### config.mk
export PLATFORM = sky130hd
export DESIGN_NAME = ser_load_en_gen
export DESIGN_NICKNAME = d
export VERILOG_FILES = /design/src/rtl/ser_load_en_gen.sv
export SDC_FILE = /design/constraint.sdc
export NUM_CORES = 1
export LEC_CHECK = 0
export CORE_MARGIN = 1
export CORE_UTILIZATION = 50
export CTS_BUF_LIST = sky130_fd_sc_hd__clkbuf_8
export CTS_CLUSTER_DIAMETER = 40
export DETAILED_ROUTE_END_ITERATION = 10
export PLACE_DENSITY = 0.85
export SYNTH_ARGS = -nofsm -noshare
export SYNTH_HDL_FRONTEND = slang
export SYNTH_SLANG_ARGS = --single-unit
### constraint.sdc
create_clock -name clk -period 1.8 [get_ports clk]
set_clock_uncertainty 0.15 [all_clocks]
set_input_delay 0.18 -clock clk [delete_from_list [all_inputs] [get_ports clk]]
set_output_delay 0.18 -clock clk [all_outputs]
set_load 0.05 [all_outputs]
### src/rtl/ser_load_en_gen.sv
// ---------------------------------------------------------------------------
// ser_load_en_gen
//
// Upstream driver for a downstream single-bit enable flop (d_in/en_in pair).
// A parallel frame is accepted through a valid/ready handshake and shifted out
// MSB-first on d_out. en_out strobes once per bit, every DIV clocks, and
// done_out pulses for one cycle once the last bit has been strobed.
//
// Optional feature macro: SER_ABORT_EN
//   When defined, the abort_in port exists and cancels a frame in flight.
//   When undefined, a frame always runs to completion or to reset.
//
// Parameters
//   WIDTH  bits per frame (>= 2)
//   DIV    clocks per bit (>= 1)
//
// Ports
//   clk          in   clock, all state updates on posedge
//   reset_al_in  in   asynchronous active-low reset
//   load_in      in   frame valid
//   data_in      in   [WIDTH-1:0] frame, captured on accept
//   abort_in     in   cancel the frame in flight (SER_ABORT_EN only)
//   ready_out    out  idle, a frame can be accepted
//   d_out        out  serial data bit
//   en_out       out  one-cycle bit strobe
//   busy_out     out  frame in progress
//   done_out     out  one-cycle pulse after the last bit
// ---------------------------------------------------------------------------
module ser_load_en_gen #(
    parameter int WIDTH = 8,
    parameter int DIV   = 4
) (
    input  logic             clk,
    input  logic             reset_al_in,
    input  logic             load_in,
    input  logic [WIDTH-1:0] data_in,
`ifdef SER_ABORT_EN
    input  logic             abort_in,
`endif
    output logic             ready_out,
    output logic             d_out,
    output logic             en_out,
    output logic             busy_out,
    output logic             done_out
);

    // DIV=1 would give a zero-width counter; keep one bit that stays at 0.
    localparam int DCW = (DIV > 1) ? $clog2(DIV) : 1;
    localparam int BCW = $clog2(WIDTH);

    localparam logic [DCW-1:0] DIV_LAST = DCW'(DIV - 1);
    localparam logic [BCW-1:0] BIT_LAST = BCW'(WIDTH - 1);

    typedef enum logic {
        IDLE  = 1'b0,
        SHIFT = 1'b1
    } state_e;

    state_e             state_q;
    logic [WIDTH-1:0]   shreg_q;
    logic [DCW-1:0]     div_cnt_q;
    logic [BCW-1:0]     bit_cnt_q;
    logic               done_q;

    logic               strobe;
    logic               abort;

`ifdef SER_ABORT_EN
    assign abort = abort_in;
`else
    assign abort = 1'b0;
`endif

    // Strobe is decoded purely from registers, so en_out has no path from
    // any input and cannot glitch on input activity.
    assign strobe = (state_q == SHIFT) && (div_cnt_q == DIV_LAST);

    always_ff @(posedge clk or negedge reset_al_in) begin
        if (!reset_al_in) begin
            state_q   <= IDLE;
            shreg_q   <= '0;
            div_cnt_q <= '0;
            bit_cnt_q <= '0;
            done_q    <= 1'b0;
        end else begin
            done_q <= 1'b0;
            case (state_q)
                IDLE: begin
                    // ready_out is high throughout IDLE, so load_in alone is
                    // the accept condition; abort_in is ignored here.
                    if (load_in) begin
                        shreg_q   <= data_in;
                        div_cnt_q <= '0;
                        bit_cnt_q <= '0;
                        state_q   <= SHIFT;
                    end
                end
                SHIFT: begin
                    if (abort) begin
                        // Bits already strobed stay in the downstream flop;
                        // nothing further is emitted, and no done pulse.
                        state_q   <= IDLE;
                        shreg_q   <= '0;
                        div_cnt_q <= '0;
                        bit_cnt_q <= '0;
                    end else if (div_cnt_q != DIV_LAST) begin
                        div_cnt_q <= div_cnt_q + 1'b1;
                    end else begin
                        div_cnt_q <= '0;
                        if (bit_cnt_q == BIT_LAST) begin
                            // Last strobe: frame complete. Clearing shreg keeps
                            // d_out at 0 while idle.
                            state_q   <= IDLE;
                            done_q    <= 1'b1;
                            shreg_q   <= '0;
                            bit_cnt_q <= '0;
                        end else begin
                            shreg_q   <= {shreg_q[WIDTH-2:0], 1'b0};
                            bit_cnt_q <= bit_cnt_q + 1'b1;
                        end
                    end
                end
                default: begin
                    state_q <= IDLE;
                end
            endcase
        end
    end

    assign ready_out = (state_q == IDLE);
    assign busy_out  = (state_q == SHIFT);
    assign en_out    = strobe;
    assign d_out     = (state_q == SHIFT) && shreg_q[WIDTH-1];
    assign done_out  = done_q;

endmodule
; After elaboration in Yosys (flattened, before gate mapping)
; Index checks and enable logic that the tools add are counted.
[totals]
reg_bits = 15
input_bits = 11
[classes]
bitwise = 1
mux = 18
n_addsub = 2
n_reduce_logical = 3
eq_ne = 5
[ops]
columns = op, count
row1 = 8-bit 2-to-1 mux, 3
row2 = 8-bit case mux with 2 select lines, 1
row3 = 3-bit 2-to-1 mux, 3
row4 = 1-bit 2-to-1 mux, 6
row5 = 2-bit inequality test (second input constant), 3
row6 = 3-bit case mux with 2 select lines, 1
row7 = 2-bit 2-to-1 mux, 2
row8 = 2-bit case mux with 2 select lines, 1
row9 = 3-bit by 1-bit adder with 3-bit output (second input constant), 1
row10 = 3-bit == test (second input constant), 1
row11 = 2-bit by 1-bit adder with 2-bit output (second input constant), 1
row12 = 2-bit == test (second input constant), 1
row13 = 1-bit logical AND, 2
row14 = 1-bit case mux with 2 select lines, 1
row15 = 2-bit AND reduction, 1
row16 = 1-bit inverter, 1

; Longest topological paths before layout
; Gate-level depths: netlist (run 1).
[depth]
depth_word = 4
ltp_mapped = 6

; Worst setup path after synthesis (run 1)
; No wires, ideal clock.
[synth_timing]
kind = register to register
startpoint = register state_q, in the netlist busy_out
endpoint = register bit_cnt_q[1]
setup_time_ps = 66
arrival_ps = 1491
required_time_ps = 1584
stages_incl_launch_ff = 5
slack_ps = 93
path_buffers = 1
cell_sequence = dfrtp_1 buf_6 nand2_1 inv_1 a22o_1
[synth_between]
elab_chain_cells = 3
word_cells_on_any_way = 5
[synth_rtl]
columns = item, line
row1 = from (decl), 59  ; state_e state_q;
row2 = from (signal assigned), 80  ; state_q <= IDLE;
row3 = from (signal assigned), 95  ; state_q <= SHIFT;
row4 = from (signal assigned), 102  ; state_q <= IDLE;
row5 = 1-bit inverter, 87  ; case (state_q)
row6 = 2-bit inequality test (no source line), --
row7 = 2-bit AND reduction (no source line), --
row8 = to (signal assigned), 119  ; bit_cnt_q <= bit_cnt_q + 1'b1;
row9 = to (decl), 62  ; logic [BCW-1:0] bit_cnt_q;
; Parallel ways exist; a longest one is shown, timed or not.
; A chain may end at the register's enable or synchronous reset.

; Worst setup path in the final report (run 1)
[layout_timing]
startpoint = register div_cnt_q[0]
endpoint = output en_out
[layout_between]
elab_chain_cells = 2
[layout_rtl]
columns = item, line
row1 = from (decl), 61  ; logic [DCW-1:0] div_cnt_q;
row2 = from (signal assigned), 107  ; div_cnt_q <= div_cnt_q + 1'b1;
row3 = 2-bit == test, 76  ; assign strobe = (state_q == SHIFT) && (div_cnt_q == DIV_LAST);
row4 = 1-bit logical AND, 76
row5 = to (decl), 42  ; output logic en_out,
; No other way between the ends.

==> results.toml, run 1 <==
[synth]
syn_warnings = 0
netlist_instances = 61
synth_sequential_area_ratio_pct = 54.3
post_synth_num_cell_types = 18
synth_area_per_cell_sq_um = 11.3
ys_seq_elements = 15
mappedNetlistArea_sq_um = 691
syn-num-nets = 75

[critical_path]
endpoint_arrival_time_on_the_critical_path_ns = 1.38
startpoint_type = "register"
setup.worst_path.end_class = "output port"
critical_path.max_fanout = 5
critical_path_required_ns = 1.47
setup.worst_path.class = "reg -> out"

[timing]
count_of_final_max_slew_check_failures = 0
slew-limit-headroom_pct = 67.4
setup_viol = 0
finalSetupTns_ns = 0
report.final.hold_viol_count = 0
tightestPinTransition_ns = 0.487
max_freq_mhz = 585
layout_worst_path_cycle_share_pct = 94.9
post-route-min-period_ns = 1.71
rsz0062_at_grt = "false"

[pwr]
cell_internal_pwr_mw = 0.939
cell_pwr_density_nw_per_um2 = 1540
net-switching-power_mw = 0.537
power_frac_comb_pct = 43.7
leakage_nw = 0.443
pwr-share-seq_pct = 37.5
share_clk_of_total_power_pct = 18.8
power.switching_fraction_pct = 36.4
vdd_drop_max_mv = 0.919

[finish]
insertedDiodeCount = 0
fillerInstances = 80
multiInputGateArea_sq_um = 283
final_cell_mix = "14 x sky130_fd_sc_hd__dfrtp_1, 11 x sky130_fd_sc_hd__nand2_1, 11 x sky130_fd_sc_hd__clkdlybuf4s50_1"
areaGrowthSynthToFinish_pct = 38.6
layout.area.seq_sq_um = 377
postLayoutCellArea_sq_um = 957
layout.cells.most_common = "sky130_fd_sc_hd__dfrtp_1"
final_net_count = 95
drive_above_1_share_pct = 20.0

[detailed_routing]
wl_mm = 1.36
routed_via_density = 5.75
drt-wirelength-per-cell_um = 14.3
postRouteAntennaNets = 0
routed-via-count = 546
starting_drt_drc_count = 8
route.detailed.drc = 0
drt-pass1-iter-count = 6

[clocking]
clock_tree.htree_level_count = 1
postCtsHoldBufs = 0
cts.repair_timing.setup_buffer_count = 0
clock_path_buffers = 2
ctsRootBufferMaster = "sky130_fd_sc_hd__clkbuf_8"
cts_inserted_buffers = 3
cts_num_sinks = 15
cts_tree = "yes"
clock_latency_on_the_worst_skew_pair_ns = 0.25
clk_pin_slew_worst_paths_ns = 0.06
cts_resized = 0

[global_routing]
grt_first_pass_wirelength_mm = 2.28
grtUsageTotal_pct = 23.8
vias_in_the_first_global_route = 535
antenna_found_initial = 0
pin_count_of_the_biggest_net_entering_global_routing = 18
global_route_overflow = 0

[floorplanning]
placement_rows = 13
floorplan.initialDensity_pct = 53.7
die_width_um = 39.2
die_y_um = 39.2
ios = 16
fp.coreArea_sq_um = 1280
area_of_the_die_sq_um = 1530

[placement]
dpl.hpwl_um = 919
gpl.final_weighted_congestion = 0.717
place_area_sq_um = 907
place.port_buffers = 15

[flow_run]
drv.max_cap_violation_count = 0

[run_status]
status = "finished clean"

[worst_hold_path]
worstHoldPathType = "in -> async"
[synth_stat cells, drive strengths merged]
| cell type | n | area (sq um) |
|---|---|---|
| dfrtp | 15 | 375 |
| nand2 | 11 | 41.3 |
| a22oi | 7 | 52.6 |
| o21ai | 7 | 42.5 |
| a22o | 3 | 26.3 |
| buf | 3 | 27.5 |
| ha | 3 | 37.5 |
| inv | 2 | 7.51 |
| mux2i | 2 | 32.5 |
| nor2 | 2 | 7.51 |
| o31ai | 2 | 15.0 |
| and2 | 1 | 6.26 |
| and3 | 1 | 6.26 |
| nor2b | 1 | 6.26 |
| o22ai | 1 | 6.26 |
[layout make-up]
type	count	share of cell area, %
sequential	15	39.3
inverter	2	0.784
clock buffer	3	4.31
timing repair buffer	18	23.5
multi-input combinational	41	29.5
tap	15	1.96
clock inverter	1	0.523
[routing by layer]
layer / track usage [%] / up-vias / wire, um
li1: - / 258 / -
met1: 28.9 / 260 / 640
met2: 35.4 / 24 / 622
met3: 6.94 / 4 / 66
met4: 17.2 / 0 / 27
met5: 0 / - / 0
[critical path, cell delays in order, from the launching register on]
cell and delay, ns:
sky130_fd_sc_hd__dfrtp_1 0.38, sky130_fd_sc_hd__ha_2 0.26, sky130_fd_sc_hd__nand2_1 0.15, sky130_fd_sc_hd__inv_1 0.18, sky130_fd_sc_hd__buf_12 0.16
[worst paths after layout]
check	startpoint	to	depth (start not counted)	slack, ns
max in group asynchronous	reset_al_in	busy_out	2	1.22
max	div_cnt_q[0]	en_out	4	0.09
max reg2reg	bit_cnt_q[0]	shreg_q[7]	6	0.19
min	reset_al_in	done_out	2	0.09
min reg2reg	shreg_q[5]	shreg_q[5]	2	0.34
min in group clk	shreg_q[5]	shreg_q[5]	2	0.34
[through the flow]
stage	setup slack, ns	total power, mW	hold WS [ns]	util (%)	cells
after floorplan	0.0931	0.946	-0.266	-	61
after global placement	0.317	1.15	0.309	70.6	91
after detailed placement	0.263	1.19	0.323	70.6	91
after CTS	0.00423	1.47	0.0992	74.2	95
after global routing	0.00622	1.58	0.109	74.5	95
final	0.0915	1.48	0.0941	74.5	95
[flip-flops by register name, summed over array words and instances, names as in the netlist]
name and cells:
shreg_q 8, bit_cnt_q 3, busy_out 1, done_out 1
div_cnt_q 2
[power groups by stage]
| stage | logic, mW | clock network (mW) | registers [mW] |
|---|---|---|---|
| after floorplan | 0.405 | 0 | 0.542 |
| after global placement | 0.609 | 0 | 0.546 |
| after detailed placement | 0.630 | 0 | 0.555 |
| after CTS | 0.643 | 0.276 | 0.551 |
| after global routing | 0.712 | 0.294 | 0.570 |
| final | 0.644 | 0.278 | 0.554 |
[cells by family after synthesis]
group	after synthesis	share of synthesized area, %
and+or+nand+nor	16	9.78
AOI/OAI and AO/OA	20	20.7
buffers and inverters	5	5.07
DFF	15	54.3
muxes	2	4.71
adders and majority gates	3	5.44
No activity file was read; power rests on OpenSTA's default activity.
==> inputs of run 2 (changes only) <==
--- a/config.mk
+++ b/config.mk
@@ -9,7 +9,9 @@
 export CORE_UTILIZATION = 50
 export CTS_BUF_LIST = sky130_fd_sc_hd__clkbuf_8
 export CTS_CLUSTER_DIAMETER = 40
+export CTS_CLUSTER_SIZE = 30
 export DETAILED_ROUTE_END_ITERATION = 10
+export GPL_ROUTABILITY_DRIVEN = 0
 export PLACE_DENSITY = 0.85
 export SYNTH_ARGS = -nofsm -noshare
 export SYNTH_HDL_FRONTEND = slang
==> results of run 2 <==
Same layout as run 1: the final DEF is identical, and so are final timing and power.
==> inputs of run 3 (changes only) <==
--- a/config.mk
+++ b/config.mk
@@ -9,7 +9,6 @@
 export CORE_UTILIZATION = 50
 export CTS_BUF_LIST = sky130_fd_sc_hd__clkbuf_8
 export CTS_CLUSTER_DIAMETER = 40
-export CTS_CLUSTER_SIZE = 30
 export DETAILED_ROUTE_END_ITERATION = 10
 export GPL_ROUTABILITY_DRIVEN = 0
 export PLACE_DENSITY = 0.85
==> results of run 3 <==
Same layout as run 1: the final DEF is identical, and so are final timing and power.
